File: config.mk
export PLATFORM = sky130hd
export DESIGN_NAME = instr_fetch
export DESIGN_NICKNAME = d
export VERILOG_FILES = /design/src/rtl/mips_pkg.sv /design/src/rtl/pc_next_calc.sv /design/src/rtl/instr_fetch.sv
export SDC_FILE = /design/constraint.sdc
export NUM_CORES = 1
export LEC_CHECK = 0
export CORE_MARGIN = 2
export CORE_UTILIZATION = 51
export DETAILED_ROUTE_END_ITERATION = 8
export GPL_ROUTABILITY_DRIVEN = 0
export HOLD_SLACK_MARGIN = 0.1
export PLACE_DENSITY_LB_ADDON = 0.3
export RECOVER_POWER = 100
export SYNTH_ARGS = -nofsm -noshare
export SYNTH_HDL_FRONTEND = slang
export SYNTH_SLANG_ARGS = --single-unit
File: constraint.sdc
create_clock -name clk -period 4.34 [get_ports clk]
set_input_delay 0.651 -clock clk [delete_from_list [all_inputs] [get_ports clk]]
set_output_delay 0.651 -clock clk [all_outputs]
set_load 0.05 [all_outputs]
File: src/rtl/mips_pkg.sv
// Shared types and constants for the fetch stage: FSM encoding, instruction width,
// the opcode values the decoder keys on, and the branch-immediate sign extender.
package mips_pkg;

  localparam int INSN_W = 32;

  localparam logic [5:0] OP_RTYPE = 6'h00;
  localparam logic [5:0] OP_J     = 6'h02;
  localparam logic [5:0] OP_BEQ   = 6'h04;
  localparam logic [5:0] OP_LW    = 6'h23;
  localparam logic [5:0] OP_SW    = 6'h2B;

  typedef enum logic [2:0] {
    IDLE = 3'd0,
    REQ  = 3'd1,
    WAIT = 3'd2,
    HOLD = 3'd3,
    ERR  = 3'd4
  } fetch_state_t;

  function automatic logic [31:0] sext16_32(input logic [15:0] v);
    return {{16{v[15]}}, v};
  endfunction

endpackage

File: src/rtl/pc_next_calc.sv
// Combinational next-PC select: jump > taken branch > sequential, all mod 2^32.
// The jump path exists only when FETCH_JUMP_EN is defined.
module pc_next_calc
  import mips_pkg::*;
(
  input  logic [31:0] ins_pc,
  input  logic        branch_taken,
  input  logic [15:0] branch_imm,
`ifdef FETCH_JUMP_EN
  input  logic        jump,
  input  logic [25:0] jump_idx,
`endif
  output logic [31:0] next_pc
);

  logic [31:0] seq;
  logic [31:0] imm_ext;
  logic [31:0] br;

  assign seq     = ins_pc + 32'd4;
  assign imm_ext = sext16_32(branch_imm);
  assign br      = seq + (imm_ext << 2);

  always_comb begin
    next_pc = seq;
    if (branch_taken) next_pc = br;
`ifdef FETCH_JUMP_EN
    // j-type keeps the top nibble of the delay-slot address
    if (jump) next_pc = {seq[31:28], jump_idx, 2'b00};
`endif
  end

endmodule

File: src/rtl/instr_fetch.sv
// Fetch stage: PC register, imem req/ready handshake, single-entry instruction holding
// register toward decode, and a memory timeout. Optional jump path: FETCH_JUMP_EN.
module instr_fetch
  import mips_pkg::*;
#(
  parameter logic [31:0] RESET_PC    = 32'h0000_0000,
  parameter int          TIMEOUT_CYC = 255
) (
  input  logic              clk,
  input  logic              rst,
  output logic              imem_req,
  output logic [31:0]       imem_addr,
  input  logic              imem_ready,
  input  logic [31:0]       imem_rdata,
  output logic              ins_valid,
  input  logic              ins_ready,
  output logic [INSN_W-1:0] ins,
  output logic [31:0]       ins_pc,
  input  logic              branch_taken,
  input  logic [15:0]       branch_imm,
`ifdef FETCH_JUMP_EN
  input  logic              jump,
  input  logic [25:0]       jump_idx,
`endif
  output logic              fetch_err
);

  localparam int CNT_W = $clog2(TIMEOUT_CYC + 2);
  localparam logic [CNT_W-1:0] CNT_LAST = CNT_W'((TIMEOUT_CYC == 0) ? 0 : TIMEOUT_CYC - 1);

  fetch_state_t     state, state_nxt;
  logic [31:0]      pc;
  logic [31:0]      next_pc;
  logic [CNT_W-1:0] cnt;
  logic             capture;
  logic             accept;
  logic             timed_out;

  pc_next_calc u_pc_next (
    .ins_pc       (ins_pc),
    .branch_taken (branch_taken),
    .branch_imm   (branch_imm),
`ifdef FETCH_JUMP_EN
    .jump         (jump),
    .jump_idx     (jump_idx),
`endif
    .next_pc      (next_pc)
  );

  assign imem_req  = (state == REQ) || (state == WAIT);
  assign imem_addr = pc;
  assign ins_valid = (state == HOLD);
  assign fetch_err = (state == ERR);
  assign capture   = imem_req && imem_ready;
  assign accept    = ins_valid && ins_ready;
  // cnt holds completed WAIT cycles; this cycle is the TIMEOUT_CYC-th
  assign timed_out = (TIMEOUT_CYC != 0) && (state == WAIT) && (cnt == CNT_LAST);

  always_ff @(posedge clk) begin
    if (rst) state <= IDLE;
    else     state <= state_nxt;
  end

  always_comb begin
    state_nxt = state;
    case (state)
      IDLE: state_nxt = REQ;
      REQ, WAIT: begin
        if (imem_ready)     state_nxt = HOLD;
        else if (timed_out) state_nxt = ERR;
        else                state_nxt = WAIT;
      end
      HOLD: if (ins_ready) state_nxt = REQ;
      ERR:  state_nxt = ERR;
      default: state_nxt = IDLE;
    endcase
  end

  always_ff @(posedge clk) begin
    if (rst) begin
      pc     <= RESET_PC;
      ins    <= '0;
      ins_pc <= '0;
      cnt    <= '0;
    end else begin
      if (capture) begin
        ins    <= imem_rdata;
        ins_pc <= pc;
      end
      if (accept) pc <= next_pc;
      if (state == WAIT && !imem_ready) cnt <= cnt + 1'b1;
      else                              cnt <= '0;
    end
  end

  a_addr_aligned: assert property (@(posedge clk) imem_addr[1:0] == 2'b00)
    else $error("instr_fetch: misaligned fetch address (check RESET_PC)");

endmodule

# After elaboration in Yosys (flattened, before gate mapping)
# Index checks and enable logic that the tools add are counted.
# op_classes
addsub,3
eq_ne,6
n_mux,5
bitwise_logic,1
n_reduce_logical,9
# ops
operator,count
"adder 32 x 3 -> 32 bit, second input constant",1
adder 32 bit,1
two-way mux 32 bit,1
case mux 3 bit (4 select lines),1
"adder 9 x 1 -> 9 bit, second input constant",1
"equality test 9 x 8 -> 1 bit, second input constant",1
two-way mux 3 bit,3
"equality test 3 x 2 -> 1 bit, second input constant",2
logical AND 1 bit,4
OR reduction 2 bit,2
"equality test 3 x 1 -> 1 bit, second input constant",1
"equality test 3 bit, second input constant",1
logical NOT 3 bit,1
"!= test 2 x 1 -> 1 bit, second input constant",1
logical NOT 1 bit,1
logical OR 1 bit,1
NOT 1 bit,1
# word_totals
reg_bits,108
in_bits,53

# Longest topological paths before layout
# logic_depth
ltp_word,5
ltp_mapped,16

# By module
# Synthesis repeated with hierarchy kept, for this count alone.
# hier_totals
cells_unflattened,887
hier_area_um2,7327.0
# by_module_without_submodules
mod,n_inst,cells_per_inst,area_per_inst_um2
instr_fetch,1,480,4554.4
pc_next_calc,1,407,2772.7

# Worst setup path before layout
# No wires, ideal clock.
# synth_timing
kind,register -> register
startpoint,register ins_pc[4]
endpoint,register pc[29] (netlist: imem_addr[29])
arrival_ps,3716
t_required_ps,4207
path_slack_ps,491
path_stages_with_launch,16
n_path_buf,1
synth_period_minus_slack_ps,3849
path_cell_list,dfxtp_1 -> and4_1 -> and4_1 -> buf_2 -> and2_1 -> xor2_1 -> ha_1 -> and3_1 -> a31oi_1 -> a21oi_1 -> a221o_1 -> o31a_1 -> and4_1 -> a31o_1 -> xnor2_1 -> a21oi_1
# synth_via
elab_chain_cells,3
# synth_lines
item,line,text
start: declaration,instr_fetch.sv:18,"output logic [31:0] ins_pc,"
start signal: assignment,instr_fetch.sv:88,ins_pc <= pc;
adder 32 x 3 -> 32 bit (*),pc_next_calc.sv:20,assign seq = ins_pc + 32'd4;
adder 32 bit,pc_next_calc.sv:22,assign br = seq + (imm_ext << 2);
two-way mux 32 bit (*),pc_next_calc.sv:26,if (branch_taken) next_pc = br;
end signal: assignment,instr_fetch.sv:90,if (accept) pc <= next_pc;
end: declaration,instr_fetch.sv:32,logic [31:0] pc;
# Mark *: on every way between the ends. The rest lies on a longest branch, timed or not.
# A chain may end at the register's enable or synchronous reset.

# Worst setup path in the final report
# Same ends and word-level chain as after synthesis.

==> reports/qor.yml <==
cts.path.max_buffers: 2
post_drt_via_cell_ratio: 5.71
critical_path_arrival_ns: 4.28
syn2layout_area_growth_pct: 29.5
dieArea_um2: 13300
tightestPinTransition_ns: 2.34
tritoncts.num_buffers: 9
via_count: 6366
start_util_pct: 52.3
type_of_the_worst_setup_path: "flip-flop to flip-flop"
cp_common_cell: "sky130_fd_sc_hd__and4_1"
cp_top_family: "simple AND/OR/NAND/NOR gates"
post_synth_main_area_contributors: "sky130_fd_sc_hd__dfxtp_1, sky130_fd_sc_hd__nand2_1, sky130_fd_sc_hd__a21oi_1"
critPathSlowestCell: "sky130_fd_sc_hd__dfxtp_1"
unrepaired_setup_endpoints_after_global_routing: "false"
async_reset_ff_share_pct: 0
layout-drive-gt1-share_pct: 3.06
port-buffer-count: 151
post_layout_nonfiller_instances: 1115
ir_worst_vdd_uv: 254
ys.warnings.count: 0
layout.core_utilization_pct: 67.8
cp.buffers_inverters: 0
placement.setup.worst_slack_ns: 0.422
fillers: 1022
cts_hold_buf: 0
slew_violations: 41
die_x_um: 115
multi_input_comb_area_um2: 3900
totalPowerFinal_w: 0.00256
placed_cells: 1100
cp_cell_sequence: "and4_1 > and4_1 > and2_0 > xor2_1 > ha_1 > and3_1 > a31oi_1 > a21oi_1 > a221o_1 > o31a_1 > and4_1 > a31o_1 > xnor2_1 > a21oi_1"
grt_antenna_before_repair: 0
synth_cell_type_count: 58
power_frac_clock_pct: 33.7
synth_top_cell_by_area: "sky130_fd_sc_hd__dfxtp_1"
antenna_left: 0
failed_checks: "capacitance limit, slew limit"
grt_util_all_layers_pct: 27.3
cp.required_ns: 4.56
post-route-drc-count: 0
drt-total-wl_mm: 18.1
cts_sinks: 108
clk_pin_slew_ns: 0.07
cts.htree.levels: 3
power.switching_fraction_pct: 33.7
detail_route.iter0.violations: 456
p_seq_share_pct: 41.9
cts_tree: "built"
pwr_density_cell_nw_per_um2: 313
power.switching_w: 0.000862
run_status: "complete, but fails checks"
max_freq_mhz: 246
yosysTopAreaCellShare_pct: 34.2
place.detailed.hpwl_mm: 12.8
fin_nets: 1036
cts.repair_timing.setup_buffer_count: 0
min_period_over_period_pct: 93.5
synthFlopType: "sky130_fd_sc_hd__dfxtp_1"
timing.hold.worst.class: "flip-flop to flip-flop"
synth-edff-count: 0
kind_of_start_point_of_the_critical_path: "flip-flop"
cts-resized-gates: 0
globalRouteOverflowTotal: 0
report.final.setup_viol: 0
firstDrtPassIters: 5
p_int_w: 0.00170
maximum_number_of_pins_on_one_net_before_global_route_repair: 90
die_height_um: 115
capturing_element_type_of_the_critical_path: "flip-flop"
ys_seq_elements: 108
syn_area_per_cell_um2: 7.68
p_comb_share_pct: 24.4
std_cell_rows: 40
antenna_cells_inserted: 0
detail_route.wl_per_cell_um: 16.3
sequential_cell_area_um2: 2160
sequential_to_total_area_share_from_yosys_stat_pct: 34.2
io_pins: 152
ctsRootBufferMaster: "sky130_fd_sc_hd__clkbuf_16"
tns_ns: 0
setup_slack_ns: 0.280
mappedNetlistArea_um2: 6310
via_count_of_the_first_global_routing_pass: 5774
fin_worst_skew_ns: 0.00871
finalCriticalPeriod_ns: 4.06
core_um2: 12100
clk-insertion-delay-late_ns: 0.36
synth.net_count: 915
number_of_violations_of_the_max_capacitance_limit: 1
global_route_wire_length_before_repair_mm: 28.9
post_synth_inst_count: 822
slew_headroom_pct: -56.4
timing.final.hold_violations: 0
p_leak_nw: 3.48
worst-path-max-fanout: 7
critical_path.max_stage_delay_ns: 0.44
==> metal layers <==
metal	global-route usage, %	wire, µm	vias to the layer above
met4	8.35	390	0
li1	-	-	3143
met1	35.6	7920	2996
met3	8.28	1280	28
met5	0	0	-
met2	43.7	8520	199
==> placed cells by master, fill, tap and decap left out, types with 14 or more instances in the layout <==
cell type                         Yosys  layout
sky130_fd_sc_hd__a21o_1              25      25
sky130_fd_sc_hd__nor2_1              49      49
sky130_fd_sc_hd__dlygate4sd3_1        0     102
sky130_fd_sc_hd__o21ai_0             20      22
sky130_fd_sc_hd__xor2_1              18      18
sky130_fd_sc_hd__nand4_1             14      14
sky130_fd_sc_hd__ha_1                39      39
sky130_fd_sc_hd__a211oi_1            16      16
sky130_fd_sc_hd__clkdlybuf4s50_1      0      48
sky130_fd_sc_hd__nand2_1            179     178
sky130_fd_sc_hd__dfxtp_1            108     108
sky130_fd_sc_hd__xnor2_1             36      36
sky130_fd_sc_hd__a21oi_1            113     115
sky130_fd_sc_hd__nand3_1             32      32
==> logic make-up (layout without fill, tap and decap cells) <==
logic type	count (synthesis)	count (layout)	share of synthesized area [%]
multiplexers	9	9	1.47
adder cells (fa/ha/maj)	40	40	8.05
buffers and inverters	58	183	3.71
XOR/XNOR	54	54	7.49
AO/OA/AOI/OAI	223	223	21.7
AND/OR/NAND/NOR	330	330	23.4
flip-flops	108	108	34.2
==> path summary, 6_finish.rpt <==
path | startpoint | to | slack (ns) | cells past startpoint
max | ins_pc[4] | imem_addr[29] | 0.28 | 14
min | ins[21] | ins[21] | 0.45 | 2
max reg2reg | ins_pc[4] | imem_addr[29] | 0.28 | 14
min reg2reg | ins[21] | ins[21] | 0.45 | 2
==> layout make-up <==
| type | count | share of cell area [%] |
|---|---|---|
| Clock buffer | 9 | 2.75 |
| Clock inverter | 6 | 0.964 |
| Inverter | 9 | 0.413 |
| Multi-Input combinational cell | 656 | 47.7 |
| Sequential cell | 108 | 26.4 |
| Tap cell | 168 | 2.57 |
| Timing Repair Buffer | 159 | 19.1 |
==> stage by stage <==
| stage | area [µm²] | hold WS, ns |
|---|---|---|
| after floorplan | 6310 | 0.446 |
| after global placement | 7890 | 0.441 |
| after detailed placement | 7890 | 0.446 |
| after CTS | 8200 | 0.457 |
| after global routing | 8180 | 0.475 |
| final | 8180 | 0.450 |
==> cells in the mapped netlist, types with 14 or more instances <==
cell type                  count
sky130_fd_sc_hd__nor2_1       49
sky130_fd_sc_hd__nand2_1     179
sky130_fd_sc_hd__a211oi_1     16
sky130_fd_sc_hd__clkbuf_1     42
sky130_fd_sc_hd__ha_1         39
sky130_fd_sc_hd__dfxtp_1     108
sky130_fd_sc_hd__a21oi_1     113
sky130_fd_sc_hd__nand3_1      32
sky130_fd_sc_hd__o21ai_0      20
sky130_fd_sc_hd__nand4_1      14
sky130_fd_sc_hd__a21o_1       25
sky130_fd_sc_hd__xnor2_1      36
sky130_fd_sc_hd__xor2_1       18
==> worst min-delay path, delay by kind of cell (launching register included) <==
family,cells,cell delay (ns)
AND/OR/NAND/NOR,1,0.05
AO/OA/AOI/OAI,1,0.05
flip-flops,1,0.31
==> power groups by stage <==
stage	logic, W	clock network, W	registers [W]
2_1_floorplan	0.000259	0	0.00125
3_3_place_gp	0.000637	0	0.00110
3_5_place_dp	0.000640	0	0.00110
4_1_cts	0.000645	0.000876	0.00107
5_1_grt	0.000668	0.000910	0.00108
6_report	0.000624	0.000861	0.00107
==> flip-flops by register name, summed over array words and instances (netlist names) <==
register and count:
state 3, imem_addr 32, ins_pc 32, cnt 9
ins 32
Note: power is estimated with default switching activity, not from simulation.
